--- src/rtl/srmem_rd_arbiter.sv ---
// srmem_rd_arbiter: round-robin read-side scheduler sharing one srmem among NUM_REQ consumers
module srmem_rd_arbiter #(
  parameter int NUM_REQ = 4,
  parameter int QUANTUM = 8,
  parameter int TIMEOUT = 64,
  localparam int IW = $clog2(NUM_REQ),
  localparam int PW = $clog2(QUANTUM + 1),
  localparam int TW = $clog2(TIMEOUT)
) (
  input  logic               clk,
  input  logic               rst,
  input  logic [NUM_REQ-1:0] req,
  input  logic [NUM_REQ-1:0] pop,
  input  logic               rdvalid,
  input  logic               rdlast,
  input  logic               rdend,
  output logic [NUM_REQ-1:0] grant,
  output logic [IW-1:0]      grant_id,
  output logic               req_pop,
  output logic               req_newdata,
  output logic               busy,
  output logic               err_timeout
);
  typedef enum logic [1:0] {IDLE, SERVE, RELOAD, WAIT_NEW} state_e;
  state_e             state_q, state_d;
  logic [NUM_REQ-1:0] grant_q, grant_d;
  logic [IW-1:0]      gid_q, gid_d, rr_q, rr_d, win, gid_nxt;
  logic [PW-1:0]      pc_q, pc_d, pc_nxt;
  logic [TW-1:0]      to_q, to_d;
  logic               err_q, err_d, others;
  // cyclic search: lowest offset from rr_q with a pending request wins
  always_comb begin
    win = rr_q;
    for (int k = NUM_REQ - 1; k >= 0; k--) begin
      if (req[IW'((int'(rr_q) + k) % NUM_REQ)]) win = IW'((int'(rr_q) + k) % NUM_REQ);
    end
  end
  assign gid_nxt = (gid_q == IW'(NUM_REQ - 1)) ? '0 : gid_q + 1'b1;
  assign others  = |(req & ~grant_q);
  assign pc_nxt  = (req_pop && pc_q != PW'(QUANTUM)) ? pc_q + 1'b1 : pc_q;
  // next-state and strobes; strobes are masked during reset so an aborted grant or reload emits nothing
  always_comb begin
    state_d     = state_q;
    grant_d     = grant_q;
    gid_d       = gid_q;
    rr_d        = rr_q;
    pc_d        = pc_q;
    to_d        = to_q;
    err_d       = err_q;
    req_pop     = 1'b0;
    req_newdata = 1'b0;
    case (state_q)
      IDLE: begin
        if (|req && rdvalid) begin
          state_d = SERVE;
          grant_d = {{(NUM_REQ-1){1'b0}}, 1'b1} << win;
          gid_d   = win;
          pc_d    = '0;
        end else if (|req && rdend) begin
          state_d = RELOAD;
        end
      end
      SERVE: begin
        req_pop = pop[gid_q] & rdvalid & ~rst;
        pc_d    = pc_nxt;
        if ((req_pop && rdlast) || !req[gid_q] || (pc_nxt == PW'(QUANTUM) && others)) begin
          state_d = (req_pop && rdlast) ? RELOAD : IDLE;
          grant_d = '0;
          rr_d    = gid_nxt;
        end else if (pc_nxt == PW'(QUANTUM)) begin
          pc_d = '0;
        end
      end
      RELOAD: begin
        req_newdata = ~rst;
        to_d        = '0;
        state_d     = WAIT_NEW;
      end
      default: begin
        to_d = to_q + 1'b1;
        if (rdvalid && !rdend) begin
          state_d = IDLE;
        end else if (to_q == TW'(TIMEOUT - 1)) begin
          err_d   = 1'b1;
          state_d = IDLE;
        end
      end
    endcase
  end
  // state registers with synchronous reset
  always_ff @(posedge clk) begin
    if (rst) begin
      state_q <= IDLE;
      grant_q <= '0;
      gid_q   <= '0;
      rr_q    <= '0;
      pc_q    <= '0;
      to_q    <= '0;
      err_q   <= 1'b0;
    end else begin
      state_q <= state_d;
      grant_q <= grant_d;
      gid_q   <= gid_d;
      rr_q    <= rr_d;
      pc_q    <= pc_d;
      to_q    <= to_d;
      err_q   <= err_d;
    end
  end
  assign grant       = grant_q;
  assign grant_id    = gid_q;
  assign busy        = state_q != IDLE;
  assign err_timeout = err_q;
endmodule

--- config.mk ---
export PLATFORM = sky130hd
export DESIGN_NAME = srmem_rd_arbiter
export DESIGN_NICKNAME = d
export VERILOG_FILES = /design/src/rtl/srmem_rd_arbiter.sv
export SDC_FILE = /design/constraint.sdc
export NUM_CORES = 1
export LEC_CHECK = 0
export BUFFER_PORTS_ARGS = -buffer_cell sky130_fd_sc_hd__buf_2
export CORE_ASPECT_RATIO = 0.6
export CORE_MARGIN = 2
export CORE_UTILIZATION = 40
export DETAILED_ROUTE_END_ITERATION = 8
export SYNTH_ARGS = -nofsm -noshare
export SYNTH_HDL_FRONTEND = slang
export SYNTH_SLANG_ARGS = --single-unit
export TNS_END_PERCENT = 10
--- constraint.sdc ---
create_clock -name clk -period 2.78 [get_ports clk]
set_clock_uncertainty 0.15 [all_clocks]
set_input_delay 0.417 -clock clk [delete_from_list [all_inputs] [get_ports clk]]
set_output_delay 0.417 -clock clk [all_outputs]
set_load 0.1 [all_outputs]
; ---- Yosys cells after proc, flatten, opt, wreduce, memory -nomap -nowiden
; Cells that the tools add are included.
[word_totals]
in_bits = 13
word_cells = 98
output_inout_bits = 10
reg_bits = 21
[op_classes]
reduce_logical = 24
addsub = 6
shifts = 1
n_lt_le_gt_ge = 5
bitwise_logic = 7
eq_ne = 9
muxes = 39
[ops]
columns = operator, n
row1 = 4-bit 2-to-1 mux, 6
row2 = 2-bit 2-to-1 mux, 11
row3 = 2-bit by 4-bit < comparator with 1-bit output (second input constant), 4
row4 = 4-bit one-hot mux with 2 select lines, 2
row5 = 1-bit binary-select mux with 2-bit select, 6
row6 = 1-bit 2-to-1 mux, 12
row7 = 6-bit one-hot mux with 2 select lines, 1
row8 = 3-bit AND reduction, 3
row9 = 4-bit OR reduction, 2
row10 = 6-bit by 1-bit adder with 6-bit output (second input constant), 1
row11 = 6-bit == test (second input constant), 1
row12 = 1-bit logical AND, 6
row13 = 2-bit one-hot mux with 3 select lines, 1
row14 = 2-bit AND reduction, 3
row15 = 5-bit nonzero test, 1
row16 = 2-bit by 1-bit adder with 2-bit output (second input constant), 2
row17 = 2-bit adder (second input constant), 2
row18 = 4-bit by 1-bit adder with 4-bit output (second input constant), 1
row19 = 4-bit bitwise AND, 1
row20 = 2-bit == test (second input constant), 2
row21 = 4-bit == test (second input constant), 1
row22 = 2-bit != test (second input constant), 2
row23 = 4-bit != test (second input constant), 1
row24 = 4-bit inverter, 1
row25 = other kinds (12), 18

; ---- Longest topological paths before layout
; Gate-level depths: netlist of the first run.
[logic_depth]
word_depth = 12
ltp_mapped = 10
ltp_nobuf = 8

; ---- Least setup slack after synthesis of the first run
; OpenSTA, ideal clock, no wires.
[synth_timing]
path_kind = register -> register
startpoint = register gid_q[0] (netlist: grant_id[0])
endpoint = register rr_q[0]
path_stages_with_launch = 8
n_path_buf = 1
path_slack_ns = -0.195
required_ns = 2.509
arrival_time_ns = 2.704
period_less_slack_ns = 2.975
setup_ns = 0.121
path_cell_list = dfxtp_1 > mux2i_1 > o22ai_2 > buf_6 > a311oi_4 > o221ai_2 > a21oi_2 > mux2_4
[synth_via]
elab_chain_cells = 11
word_cells_on_any_way = 19
classes_between = 1 x add/sub / 2 x eq/ne / 7 x mux / 2 x bitwise / 7 x reduce/logical
[synth_rtl]
columns = element, line
row1 = start: declaration, 27  ; logic [IW-1:0] gid_q, gid_d, rr_q, rr_d, win, gid_nxt;
row2 = start signal: assignment, 103  ; gid_q <= gid_d;
row3 = 1-bit binary-select mux with 2-bit select, 64  ; req_pop = pop[gid_q] & rdvalid & ~rst;
row4 = 1-bit 2-to-1 mux (implied by the code), 64
row5 = 1-bit bitwise AND (2 in a row), 64
row6 = 1-bit 2-to-1 mux, 52  ; case (state_q)
row7 = via req_pop, 19  ; output logic req_pop,
row8 = 1-bit logical AND, 40  ; assign pc_nxt = (req_pop && pc_q != PW'(QUANTUM)) ? pc_q + 1'b1 : pc_q;
row9 = 4-bit 2-to-1 mux, 40
row10 = 4-bit == test, 66  ; if ((req_pop && rdlast) || !req[gid_q] || (pc_nxt == PW'(QUANTUM) && others)) begin
row11 = 1-bit logical AND, 66
row12 = 1-bit logical OR, 66
row13 = 2-bit AND reduction (no source line), --
row14 = end signal: assignment, 104  ; rr_q <= rr_d;
row15 = end: declaration, 27
; The timed path passes the listed nets, and every way through them passes these cells. The select of a mux whose other input is x is not followed.
; A chain may end at the register's enable or synchronous reset.

; ---- Worst setup path in the final report of the first run
[layout_timing]
startpoint = register state_q[1]
endpoint = register state_q[1]
[layout_via]
elab_chain_cells = 9
word_cells_on_any_way = 14
classes_between = 5 x eq/ne / 3 x mux / 6 x reduce/logical
[layout_rtl]
columns = element, line
row1 = start: declaration, 25  ; state_e state_q, state_d;
row2 = start signal: assignment, 101  ; state_q <= state_d;
row3 = 2-bit by 1-bit == test with 1-bit output, 52
row4 = 1-bit 2-to-1 mux, 52
row5 = 1-bit logical AND, 40
row6 = 4-bit 2-to-1 mux, 40
row7 = 4-bit == test, 66
row8 = 1-bit logical AND, 66
row9 = 1-bit logical OR, 66
row10 = 2-bit != test (no source line), --
row11 = 3-bit AND reduction (no source line), --
; Parallel ways exist; a longest one is shown, timed or not.

==> results of run 1 <==
[registers in the layout, indices dropped and copies added (netlist names)]
signal and flops:
pc_q 4, err_timeout 1, rr_q 2, state_q 2
grant_id 2, to_q 6, grant 4
[synthesized netlist by cell type, types with 2 or more instances]
cell and number:
dfxtp_1 21, clkbuf_1 3, a211oi_1 2, nor4_1 2, nor3_1 2, and3_2 2, xor2_1 3, nand2b_1 2
inv_1 14, a21oi_1 12, nand4_1 2, a21o_1 2, a31oi_1 3, ha_1 8, and3b_1 2, o22ai_1 6
nand3_1 2, mux2i_1 5, nand4b_1 3, a21oi_2 2, nor2_1 25, nand4bb_1 2, nand2_1 17, buf_2 3
or2_2 2, o21ai_0 8
[worst register-to-register path: stages, from the launching register on]
cell and delay (ps):
dfxtp_1 420, inv_1 100, ha_1 320, nand4b_1 170
o22ai_2 100, buf_4 190, a311oi_4 300, o221ai_2 210
a21oi_2 210, mux2_2 350
[final cells by class]
type / instances / area share [%]
well taps: 47 / 3.428
clock buffers: 3 / 2.407
flip-flops and latches: 21 / 24.65
multi-input cells: 141 / 57.84
inverters: 14 / 3.063
repair buffers: 26 / 8.315
clock inverters: 1 / 0.2918
[where the power goes]
group          total (mW)  internal (mW)  switching (mW)
combinational       0.664          0.199           0.465
clock               0.208          0.100           0.108
sequential          0.379          0.340          0.0392
total                1.25          0.639           0.612
[timing repair]
item / CTS / global route
endpoints found under the setup margin: 0 / 1
endpoints found under the hold margin: 0 / 0
gates resized for setup: 0 / 1
[metrics by stage]
stage	power (mW)	area, um^2	hold slack (ps)	setup slack [ps]
floorplan	0.9011	1509	308.7	105.3
global placement	1.025	1667	307.4	305.9
detailed placement	1.041	1667	309.6	198.6
CTS	1.249	1713	309.9	124.0
global route	1.328	1715	324.7	30.34
finish	1.251	1715	310.6	158.5
[kinds of logic after synthesis]
group	synth area share [%]
buffers and inverters	6.229
adder cells (fa/ha/maj)	6.645
AND/OR/NAND/NOR	24.34
AO/OA/AOI/OAI	25.75
flip-flops	27.91
multiplexers	6.811
XOR/XNOR	2.326
[per-layer routing]
metal / track usage, % / wire length [um]
met3: 6.190 / 292
met2: 30.78 / 1661
met4: 3.825 / 44
met1: 24.51 / 1786
met5: 0 / 0
[path summary, 6_finish.rpt]
| kind | startpoint | to | cells after the start |
|---|---|---|---|
| worst max-delay path | state_q[1] | state_q[1] | 9 |
| worst min-delay path | rst | state_q[0] | 3 |
| worst max register to register | state_q[1] | state_q[1] | 9 |
| worst min register to register | to_q[5] | to_q[5] | 2 |
==> impl_metrics.tcl, run 1 <==
set metrics [dict create \
    layout_commonest_cell "nor2_1" \
    rows 17 \
    fp.coreArea_um2 3637 \
    fin_setup_tns_ps 0 \
    grt_pass1_wl_um 6292 \
    slew_viol_final 0 \
    fillCellCount 369 \
    vias_per_cell 5.727 \
    antenna_cells 0 \
    multi_input_area_um2 992.2 \
    ys_async_sr_fraction_pct 0 \
    vias 1449 \
    p_leak_nw 0.6938 \
    cts_htree_levels 1 \
    yosysTopAreaCell "dfxtp_1" \
    wl_um 3784 \
    start_kind "flop" \
    ff_latch_area_um2 422.9 \
    synthCells 184 \
    final_nets 228 \
    grt_usage_pct 18.76 \
    worst_pin_slew_ps 472.4 \
    drive_gt1_share_pct 23.79 \
    synth_top_area_share_pct 27.91 \
    place.port_buffers 22 \
    place.gp.congestion 0.8544 \
    drcViolationCount 0 \
    slew_headroom_pct 68.22 \
    firstDrtPassIters 4 \
    drt_iter0_markers 80 \
    r2r_setup_slack_ps 160 \
    final_util_pct 47.16 \
    yosys-top-cells-area "dfxtp_1 28%, ha_1 6.6%, nor2_1 6.2%" \
    crit_chain "inv_1, ha_1, nand4b_1, o22ai_2, buf_4, a311oi_4, o221ai_2, a21oi_2, mux2_2" \
    fmaxAchievable_mhz 381.5 \
    setup_violations 0 \
    critPathSlowestCell "dfxtp_1" \
    min_period_over_period_pct 94.30 \
    arrival_ps 2630 \
    first_global_vias 1383 \
    grt.overflow.total 0 \
    clock_latency_ps 260 \
    max_cap_violations 0 \
    final_cell_mix "25 x nor2_1, 21 x buf_2, 19 x dfxtp_1" \
    cts_tree "built" \
    syn-num-nets 205 \
    ctsLongestPathBuffers 2 \
    syn-mean-instance-area_um2 8.187 \
    status "finished clean" \
    peakVddDrop_mv 0.4576 \
    min_period_ps 2622 \
    fin_cells 253 \
    crit_path_end_kind "flop" \
    finalHoldViolations 0 \
    dp_hpwl_um 2943 \
    post_cts_buffers 0 \
    synth-edff-count 0 \
    worstSetupPathType "reg -> reg" \
    dp.cells 249 \
    die_x_um 83.23 \
    ant_nets 0 \
    yosysWarnings 0 \
    netlist_area_um2 1506 \
    die-area_um2 4289 \
    root_buffer "clkbuf_8" \
    grt_max_degree 18 \
    hold_class "in -> reg" \
    path_max_fanout 10 \
    die-height_um 51.54 \
    required_ps 2790 \
    antenna_found_initial 0 \
    ys_types 55 \
    initial_core_util_pct 41.42 \
    crit_buf_inv 2 \
    hold_buffers 0 \
    p_per_area_nw_per_um2 729.2 \
    synth.yosys.seq_area_share_pct 27.91 \
    syn_to_final_growth_pct 13.87 \
    cts_buffers 3 \
    cts.sinks 21 \
    cpPeakStageDelay_ps 420 \
    post_drt_wl_per_cell_um 14.96 \
    io_pins 23 \
    synth.ff_latch_count 21 \
    path_delay_family "compound AO/OA/AOI/OAI gates" \
    synth_ff_type "dfxtp_1" \
    rsz0062_at_grt "false" \
    path_clk_slew_ps 80 \
]
Note: power is estimated with default switching activity, not from simulation.
==> run 2: changes to the inputs <==
- CORE_MARGIN: 2 -> default
- REMOVE_ABC_BUFFERS: default -> 1
==> run 2 against run 1 <==
Against the previous run: clock power is 2% lower; clock-buffer cell count did not move; core utilization is 2.8 points higher; global-route usage grew 2.2 points; largest power group unchanged; first-iteration DRC count rose by 48%; cell area down 0.29%; maximum frequency is 0.12% lower; sequential power about the same; non-clock buffer count is the same; combinational power up 2%; sequential cell count unchanged; die area decreased by 6.2%.
==> impl_metrics.tcl, run 2 (same netlist as run 1, synthesis figures left out) <==
set metrics [dict create \
    ff2ff_path_depth 8 \
    p_comb_share_pct 53.8 \
    hold_depth 2 \
    dp_hpwl_um 3091 \
    initial_core_util_pct 44.01 \
    rsz0062_at_grt "false" \
    vias 1456 \
    post_cts_buffers 0 \
    io_pins 23 \
    slew_headroom_pct 66.08 \
    die-area_um2 4023 \
    cts.sinks 21 \
    drive_gt1_share_pct 23.30 \
    p_per_area_nw_per_um2 733.6 \
    cts_tree "built" \
    crit_chain "inv_1, ha_2, nand4bb_1, o22ai_2, nor4b_2, o221ai_2, a21oi_2, mux2_2" \
    post_drt_wl_per_cell_um 15.88 \
    drcViolationCount 0 \
    place_ws_ps 119.6 \
    setup_violations 0 \
    final_cell_mix "25 x nor2_1, 22 x buf_2, 21 x dfxtp_1" \
    cts_htree_levels 1 \
    grt.overflow.total 0 \
    pwr-share-seq_pct 30.1 \
    final_nets 228 \
    rows 16 \
    drt_iter0_markers 118 \
    vias_per_cell 5.801 \
    ant_nets 0 \
    max_cap_violations 0 \
    largest_reg_flops 6 \
    grt_pass1_wl_um 6444 \
    largest_register "to_q" \
    place.gp.congestion 0.8919 \
    path_clk_slew_ps 80 \
    min_period_over_period_pct 94.42 \
    grt_max_degree 13 \
    start_kind "flop" \
    crit_path_end_kind "flop" \
    place.port_buffers 22 \
    finalHoldViolations 0 \
    fin_cells 251 \
    cts_buffers 3 \
    min_period_ps 2625 \
    fin_setup_tns_ps 0 \
    critPathSlowestCell "dfxtp_1" \
    path_max_fanout 10 \
    status "finished clean" \
    die-height_um 49.54 \
    clkPwrFrac_pct 16.1 \
    arrival_ps 2630 \
    clock_latency_ps 260 \
    antenna_cells 0 \
    p_sw_uw 616.2 \
    hold_class "in -> reg" \
    worstSetupPathType "reg -> reg" \
    die_x_um 81.23 \
    p_int_uw 638.5 \
    p_leak_nw 0.6921 \
    layout_commonest_cell "nor2_1" \
    worst_pin_slew_ps 503.3 \
    final_util_pct 49.96 \
    wl_um 3985 \
    required_ps 2780 \
    fin_ws_ps 155.2 \
    syn_to_final_growth_pct 13.54 \
    swShare_pct 49.11 \
    ctsLongestPathBuffers 2 \
    first_global_vias 1350 \
    antenna_found_initial 0 \
    firstDrtPassIters 4 \
    grt_usage_pct 21.01 \
    peakVddDrop_mv 0.5422 \
    root_buffer "clkbuf_8" \
    slew_viol_final 0 \
    fp.coreArea_um2 3423 \
    dp.cells 247 \
    fmaxAchievable_mhz 381.0 \
    cpPeakStageDelay_ps 360 \
]
-- run 2: final cells by class --
class | count | area [um^2]
inverter | 14 | 52.55
sequential | 21 | 420.4
tap | 45 | 56.30
multi-input combinational | 141 | 994.7
clock inverter | 1 | 5.005
fill | 328 | 1713
clock buffer | 3 | 41.29
timing repair buffer | 26 | 140.1
-- run 2: critical path: cells and delay by family, from the launching register on --
kind,cells,cell delay [ps]
simple gates,2,490
compound gates,3,740
flops,1,360
buf+inv,1,130
fa+ha+maj,1,290
mux,1,360
-- run 2: final timing paths --
| check | start | end | slack, ps |
|---|---|---|---|
| worst max-delay path | state_q[1] | state_q[1] | 160 |
| worst min-delay path | rst | grant_id[1] | 330 |
| worst max register to register | state_q[1] | state_q[1] | 160 |
| worst min register to register | err_timeout | err_timeout | 340 |
-- run 2: repair_timing --
item	in CTS	in global routing
resized for setup	0	1
setup endpoints to repair	0	3
hold buffers	0	0
-- run 2: layer usage --
metal  vias to the layer above  share of wire, %  track usage [%]
met5                         -                 0                0
met2                        40                44            33.47
met3                         4               7.0            6.111
met4                         0              0.30            1.786
li1                        714                 -                -
met1                       698                48            28.97
-- run 2: metrics by stage --
| step | total power [mW] | hold WS (ps) | area, um^2 |
|---|---|---|---|
| global placement | 1.025 | 308.2 | 1662 |
| floorplan | 0.8838 | 308.7 | 1465 |
| finish | 1.255 | 325.7 | 1710 |
| CTS | 1.246 | 322.9 | 1708 |
| detailed placement | 1.040 | 316.9 | 1662 |
| global route | 1.325 | 336.5 | 1710 |
-- run 2: power by group through the flow --
stage | combinational, mW | sequential, mW | clock [mW]
after floorplan | 0.413 | 0.471 | 0
after global placement | 0.644 | 0.381 | 0
after detailed placement | 0.656 | 0.384 | 0
after CTS | 0.662 | 0.377 | 0.208
after global routing | 0.723 | 0.383 | 0.220
final | 0.674 | 0.378 | 0.203
